--- src/rtl/jam_param_if.sv ---
// Host-side bundle for jam_param: run control, cost-memory address/data and result strobe.
interface jam_param_if #(
    parameter int CW = 7
);
    logic            START;
    logic            MODE;
    logic [2:0]      W;
    logic [2:0]      J;
    logic [CW-1:0]   Cost;
    logic [CW+2:0]   MinCost;
    logic [15:0]     MatchCount;
    logic            Valid;
    logic            Busy;

    modport master (
        output START, MODE, Cost,
        input  W, J, MinCost, MatchCount, Valid, Busy
    );

    modport slave (
        input  START, MODE, Cost,
        output W, J, MinCost, MatchCount, Valid, Busy
    );
endinterface

--- src/rtl/jam_param.sv ---
// Exhaustive N x N job-assignment solver: loads the cost matrix, then scores one
// permutation per clock in lexicographic order and reports the optimum and its multiplicity.
module jam_param #(
    parameter int N  = 8,
    parameter int CW = 7
) (
    input  logic     CLK,
    input  logic     RST,
    jam_param_if.slave bus
);
    localparam int unsigned NU = N;
    localparam int          SW = CW + 3;

    typedef enum logic [1:0] {IDLE, LOAD, RUN, DONE} state_t;

    state_t          state, state_n;
    logic [2:0]      w_q, j_q;
    logic            mode_q;
    logic [CW-1:0]   mem [8][8];
    logic [2:0]      perm [8];
    logic [2:0]      perm_n [8];
    logic [SW-1:0]   best, best_n, sum, min_q;
    logic [15:0]     count, count_n, match_q;
    logic            last_addr, last_perm, found, better;
    logic [2:0]      piv, swp;
    logic [3:0]      rr;

    assign last_addr = (w_q == 3'(N - 1)) && (j_q == 3'(N - 1));

    always_ff @(posedge CLK or posedge RST) begin
        if (RST) state <= IDLE;
        else     state <= state_n;
    end

    always_comb begin
        state_n = state;
        case (state)
            IDLE:    if (bus.START) state_n = LOAD;
            LOAD:    if (last_addr) state_n = RUN;
            RUN:     if (last_perm) state_n = DONE;
            DONE:    state_n = IDLE;
            default: state_n = IDLE;
        endcase
    end

    always_comb begin
        sum = '0;
        for (int unsigned i = 0; i < NU; i++)
            sum = sum + SW'(mem[3'(i)][perm[3'(i)]]);
    end

    always_comb begin
        better  = mode_q ? (sum > best) : (sum < best);
        best_n  = best;
        count_n = count;
        if (better) begin
            best_n  = sum;
            count_n = 16'd1;
        end else if (sum == best) begin
            count_n = count + 16'd1;
        end
    end

    // Lexicographic successor: swap pivot with rightmost larger element, then reverse the tail.
    // Tail position k reads from mirrored index N+piv-k, substituting the old pivot where the swap landed.
    always_comb begin
        found = 1'b0;
        piv   = '0;
        swp   = '0;
        rr    = '0;
        for (int unsigned i = 0; i + 1 < NU; i++)
            if (perm[3'(i)] < perm[3'(i + 1)]) begin
                found = 1'b1;
                piv   = 3'(i);
            end
        for (int unsigned k = 0; k < NU; k++)
            if (3'(k) > piv && perm[3'(k)] > perm[piv]) swp = 3'(k);
        perm_n = perm;
        for (int unsigned k = 0; k < NU; k++) begin
            if (3'(k) == piv) begin
                perm_n[3'(k)] = perm[swp];
            end else if (3'(k) > piv) begin
                rr = 4'(NU) + {1'b0, piv} - 4'(k);
                perm_n[3'(k)] = (rr[2:0] == swp) ? perm[piv] : perm[rr[2:0]];
            end
        end
        last_perm = !found;
    end

    always_ff @(posedge CLK) begin
        if (state == LOAD) mem[w_q][j_q] <= bus.Cost;
    end

    always_ff @(posedge CLK or posedge RST) begin
        if (RST) begin
            w_q     <= '0;
            j_q     <= '0;
            mode_q  <= 1'b0;
            best    <= '0;
            count   <= '0;
            min_q   <= '0;
            match_q <= '0;
            for (int unsigned k = 0; k < 8; k++) perm[k] <= 3'(k);
        end else begin
            case (state)
                IDLE: begin
                    if (bus.START) begin
                        w_q    <= '0;
                        j_q    <= '0;
                        mode_q <= bus.MODE;
                    end
                end
                LOAD: begin
                    if (j_q == 3'(N - 1)) begin
                        j_q <= '0;
                        w_q <= last_addr ? '0 : w_q + 3'd1;
                    end else begin
                        j_q <= j_q + 3'd1;
                    end
                    if (last_addr) begin
                        for (int unsigned k = 0; k < 8; k++) perm[k] <= 3'(k);
                        best  <= mode_q ? '0 : '1;
                        count <= '0;
                    end
                end
                RUN: begin
                    best  <= best_n;
                    count <= count_n;
                    if (last_perm) begin
                        min_q   <= best_n;
                        match_q <= count_n;
                    end else begin
                        perm <= perm_n;
                    end
                end
                default: ;
            endcase
        end
    end

    assign bus.W          = w_q;
    assign bus.J          = j_q;
    assign bus.MinCost    = min_q;
    assign bus.MatchCount = match_q;
    assign bus.Valid      = (state == DONE);
    assign bus.Busy       = (state == LOAD) || (state == RUN);
endmodule

--- src/flat_wrapper.sv ---
// flat-port wrapper written by rule: the top's interface ports become plain ports
module jam_param_flat 
#(
    parameter int N  = 8,
    parameter int CW = 7
)
  (CLK, RST, bus_START, bus_MODE, bus_Cost, bus_W, bus_J, bus_MinCost, bus_MatchCount, bus_Valid, bus_Busy);
  jam_param_if #(.CW(CW)) bus_i ();
  input  logic CLK;
  input  logic RST;
  input wire logic [$bits(bus_i.START)-1:0] bus_START;
  input wire logic [$bits(bus_i.MODE)-1:0] bus_MODE;
  input wire logic [$bits(bus_i.Cost)-1:0] bus_Cost;
  output wire logic [$bits(bus_i.W)-1:0] bus_W;
  output wire logic [$bits(bus_i.J)-1:0] bus_J;
  output wire logic [$bits(bus_i.MinCost)-1:0] bus_MinCost;
  output wire logic [$bits(bus_i.MatchCount)-1:0] bus_MatchCount;
  output wire logic [$bits(bus_i.Valid)-1:0] bus_Valid;
  output wire logic [$bits(bus_i.Busy)-1:0] bus_Busy;
  assign bus_i.START = bus_START;
  assign bus_i.MODE = bus_MODE;
  assign bus_i.Cost = bus_Cost;
  assign bus_W = bus_i.W;
  assign bus_J = bus_i.J;
  assign bus_MinCost = bus_i.MinCost;
  assign bus_MatchCount = bus_i.MatchCount;
  assign bus_Valid = bus_i.Valid;
  assign bus_Busy = bus_i.Busy;
  jam_param #(.N(N), .CW(CW)) u_core (.CLK(CLK), .RST(RST), .bus(bus_i));
endmodule
--- config.mk ---
export PLATFORM = sky130hd
export DESIGN_NAME = jam_param_flat
export DESIGN_NICKNAME = d
export VERILOG_FILES = /design/src/rtl/jam_param_if.sv /design/src/rtl/jam_param.sv /design/src/flat_wrapper.sv
export SDC_FILE = /design/constraint.sdc
export NUM_CORES = 1
export LEC_CHECK = 0
export ABC_AREA = 1
export CELL_PAD_IN_SITES_DETAIL_PLACEMENT = 0
export CELL_PAD_IN_SITES_GLOBAL_PLACEMENT = 1
export CORE_ASPECT_RATIO = 0.5
export CORE_MARGIN = 4
export CORE_UTILIZATION = 45
export CTS_BUF_LIST = sky130_fd_sc_hd__clkbuf_2
export CTS_CLUSTER_SIZE = 40
export DETAILED_ROUTE_END_ITERATION = 8
export GPL_ROUTABILITY_DRIVEN = 0
export GPL_TIMING_DRIVEN = 0
export PLACE_DENSITY_LB_ADDON = 0.1
export RECOVER_POWER = 100
export SYNTH_ARGS = -nofsm -noshare
export SYNTH_HDL_FRONTEND = slang
export SYNTH_SLANG_ARGS = --single-unit
--- constraint.sdc ---
create_clock -name CLK -period 10.2 [get_ports CLK]
set_input_delay 1.53 -clock CLK [delete_from_list [all_inputs] [get_ports CLK]]
set_output_delay 1.53 -clock CLK [all_outputs]
set_load 0.01 [all_outputs]
==> results.md <==
- Vias: 19830
- Post-layout nets: 2824
- Die ar.: 61790 um2
- Synth unique cells: 52
- Max_cap viols: 9
- Req. time, crit path: 11.23 ns
- Root Driver: clkbuf_2
- Seq/Total Area, Yosys: 60.12%
- Ys flop type: edfxtp_1
- Slew Limit Headroom: -144.6%
- Chip width: 347.6 um
- TritonCTS clock tree: done
- Drt initial violations: 2081
- Area delta synth->final: 9.565%
- Syn_nets: 2652
- Tcrit/Tclk final: 93.07%
- DR DRC count: 0
- Post-synth EDFFs: 448
- I/O pin count: 45
- Clk sinks: 533
- Cell area after synthesis: 25940 um2
- Share of the synthesized area in the top cell type: 51.86%
- Syn Area/Cell: 10.29 um2
- Grt ovf: 0
- # rows: 61
- Ys async rst share: 15.95%
- Largest net degree at the start of global routing: 65
- Global Route Usage Sum: 26.31%
- Initial antenna violation count: 6
- R2R cell count: 39
- FF-to-FF setup slack: 0.71 ns
- Core Region: 56250 um2
- TritonCTS buffer count: 117
- Yosys top cell by area: edfxtp_1
- Setup-failing EPs final: 0
- Worst r2r dst: u_core.bus.MatchCount[8]
- Most frequent cells in the layout: 448 x edfxtp_1, 415 x nand2_1, 393 x nor2_1
- Crit start category: flip-flop
- Synth area leaders: edfxtp_1 52%, dfrtp_1 7.0%, nand2_1 6.0%
- Share of cells above drive strength 1: 9.241%
- Initial Util: 46.12%
- Worst setup EP type: flip-flop
- DR vias/cell: 5.601
- RSZ-0062 raised after global routing: false
- Flops & latches, synth: 533
- Final Hold Fails: 0
- Synth warn: 0
- Period minus WS final: 9.494 ns
- Synth Instances: 2522
- DR pass1 iterations: 6
- Clock-pin slew on the worst setup and hold paths: 0.10 ns
- WS Path Type: flip-flop to flip-flop
- Most frequent cell on the critical path: inv_1
- Skew-Pair Late Insertion Delay: 1.19 ns
- Slowest cell delay on critical path: 0.70 ns
- First-pass GRT wire length: 120.3 mm
- HP Start: u_core.bus.MatchCount[1]
- Sequential cell area: 15600 um2
- CTS Hold Bufs: 0
- Crit-path max FO: 10
- Die Height: 177.8 um
- Filler cells: 5251
- Commonest non-fill, non-tap cell in the layout: edfxtp_1
- Status: finished with violations
- Dpl hpwl: 57.78 mm
- Worst Path Arrival: 10.52 ns
- H-tree Lvls: 3
- WL/cell: 22.91 um
- Final wirelength: 81.11 mm
- Crit-path slowest cell: dfrtp_1
- Number of global-route vias before repair: 18990
- Multi-input combinational cell area: 9138 um2
- Port bufs: 44
- Pins over their slew limit: 411
- Clock Tree Buf Depth: 3
- Hold Crit Class: flip-flop to flip-flop
- Post-DRT Antenna Nets: 0
- WHS Endpoint: u_core.bus.MatchCount[1]
- Hold path cells: 2
- Worst reg2reg startpoint: u_core.perm[21]
- Fmax: 105.3 MHz
- Failing checks: capacitance limit, slew limit
- Setup TNS: 0 ns
- Worst-Margin Slew: 3.669 ns
- Worst clock skew: 0.09011 ns
[state kept, by name (all words and copies together) (netlist names)]
name and count:
u_core.best 10, u_core.bus.J 3, u_core.bus.MatchCount 16, u_core.bus.MinCost 10
u_core.bus.W 3, u_core.count 16, u_core.mem 448, u_core.mode_q 1
u_core.perm 24, u_core.state 2
[metal layers]
layer / track usage [%] / share of wire, %
met3: 6.103 / 8.9
met1: 40.25 / 48
met5: 0 / 0.016
met2: 37.57 / 41
met4: 6.802 / 2.1
[worst max-delay path: cells and delay by family (launching register included)]
family	cells	cell delay, ns
adders and majority gates	8	3.49
AOI/OAI and AO/OA	9	1.78
buffers and inverters	9	1.49
and+or+nand+nor	11	1.30
DFF	1	0.70
xor gates and xnor gates	2	0.61
[cell usage after synthesis (all sizes together), types with 2 or more instances]
master  number
dfrtp       73
clkbuf      91
clkinv       3
o21ai      293
a32o        12
a21oi       67
ha          85
fa          34
o22ai       61
o211ai      10
inv        199
o21bai       3
a21boi       2
a22oi        9
nand4       17
or2          2
nor3         9
a211oi       4
a32oi        2
nand2      426
nand3      163
edfxtp     448
xor2        22
a31oi       34
o221ai       7
mux2i       10
xnor2        4
nor2       394
buf         18
dfstp       12
[metrics by stage]
step	instances	instance area, um2	hold slack (ns)	setup slack, ns	util [%]
global placement	3322	27330	0.4654	0.4094	48.58
floorplan	2522	25940	0.4941	2.470	-
CTS	3535	28510	0.4987	0.2261	50.69
global route	3538	28420	0.5081	0.1138	50.52
detailed placement	3329	27450	0.4721	0.3417	48.79
finish	3540	28420	0.4819	0.7064	50.53
[what timing repair did]
item                                    in CTS  in global routing
gates resized for setup                      0                 33
endpoints found under the setup margin       0                 48
setup buffers                                0                  2
[worst max path at each step]
stage / start / to / slack (ns) / depth (start not counted)
2_1_floorplan: u_core.perm[18] / u_core.bus.MatchCount[15] / 2.47 / 43
3_3_place_gp: u_core.perm[19] / u_core.bus.MatchCount[8] / 0.41 / 39
3_5_place_dp: u_core.perm[19] / u_core.bus.MatchCount[15] / 0.34 / 42
4_1_cts: u_core.perm[22] / u_core.bus.MatchCount[15] / 0.23 / 43
5_1_grt: u_core.perm[18] / u_core.bus.MatchCount[15] / 0.11 / 43
6_report: u_core.perm[21] / u_core.bus.MatchCount[8] / 0.71 / 39
[area by class of cell]
class / instances / share of cell area [%]
flip-flops and latches: 533 / 54.87
inverters: 202 / 2.685
multi-input cells: 1678 / 32.15
diodes: 3 / 0.02641
clock buffers: 175 / 3.082
repair buffers: 53 / 1.541
well taps: 756 / 3.328
clock inverters: 31 / 0.6735
plain buffers: 109 / 1.642
[cell families (layout without fill, tap and decap cells)]
kind of cell | after synthesis | in the layout | share of synthesized area [%]
other | 0 | 3 | 0
adder cells (fa/ha/maj) | 119 | 119 | 6.724
multiplexers | 10 | 10 | 0.3859
AND/OR/NAND/NOR | 1015 | 1015 | 16.05
AO/OA/AOI/OAI | 508 | 508 | 10.97
buffers and inverters | 311 | 570 | 4.679
flip-flops | 533 | 533 | 60.12
XOR/XNOR | 26 | 26 | 1.080
Power is left out: the tool's default activity adds up to more than one toggle a clock period on the data nets, which glitch-free logic cannot reach.
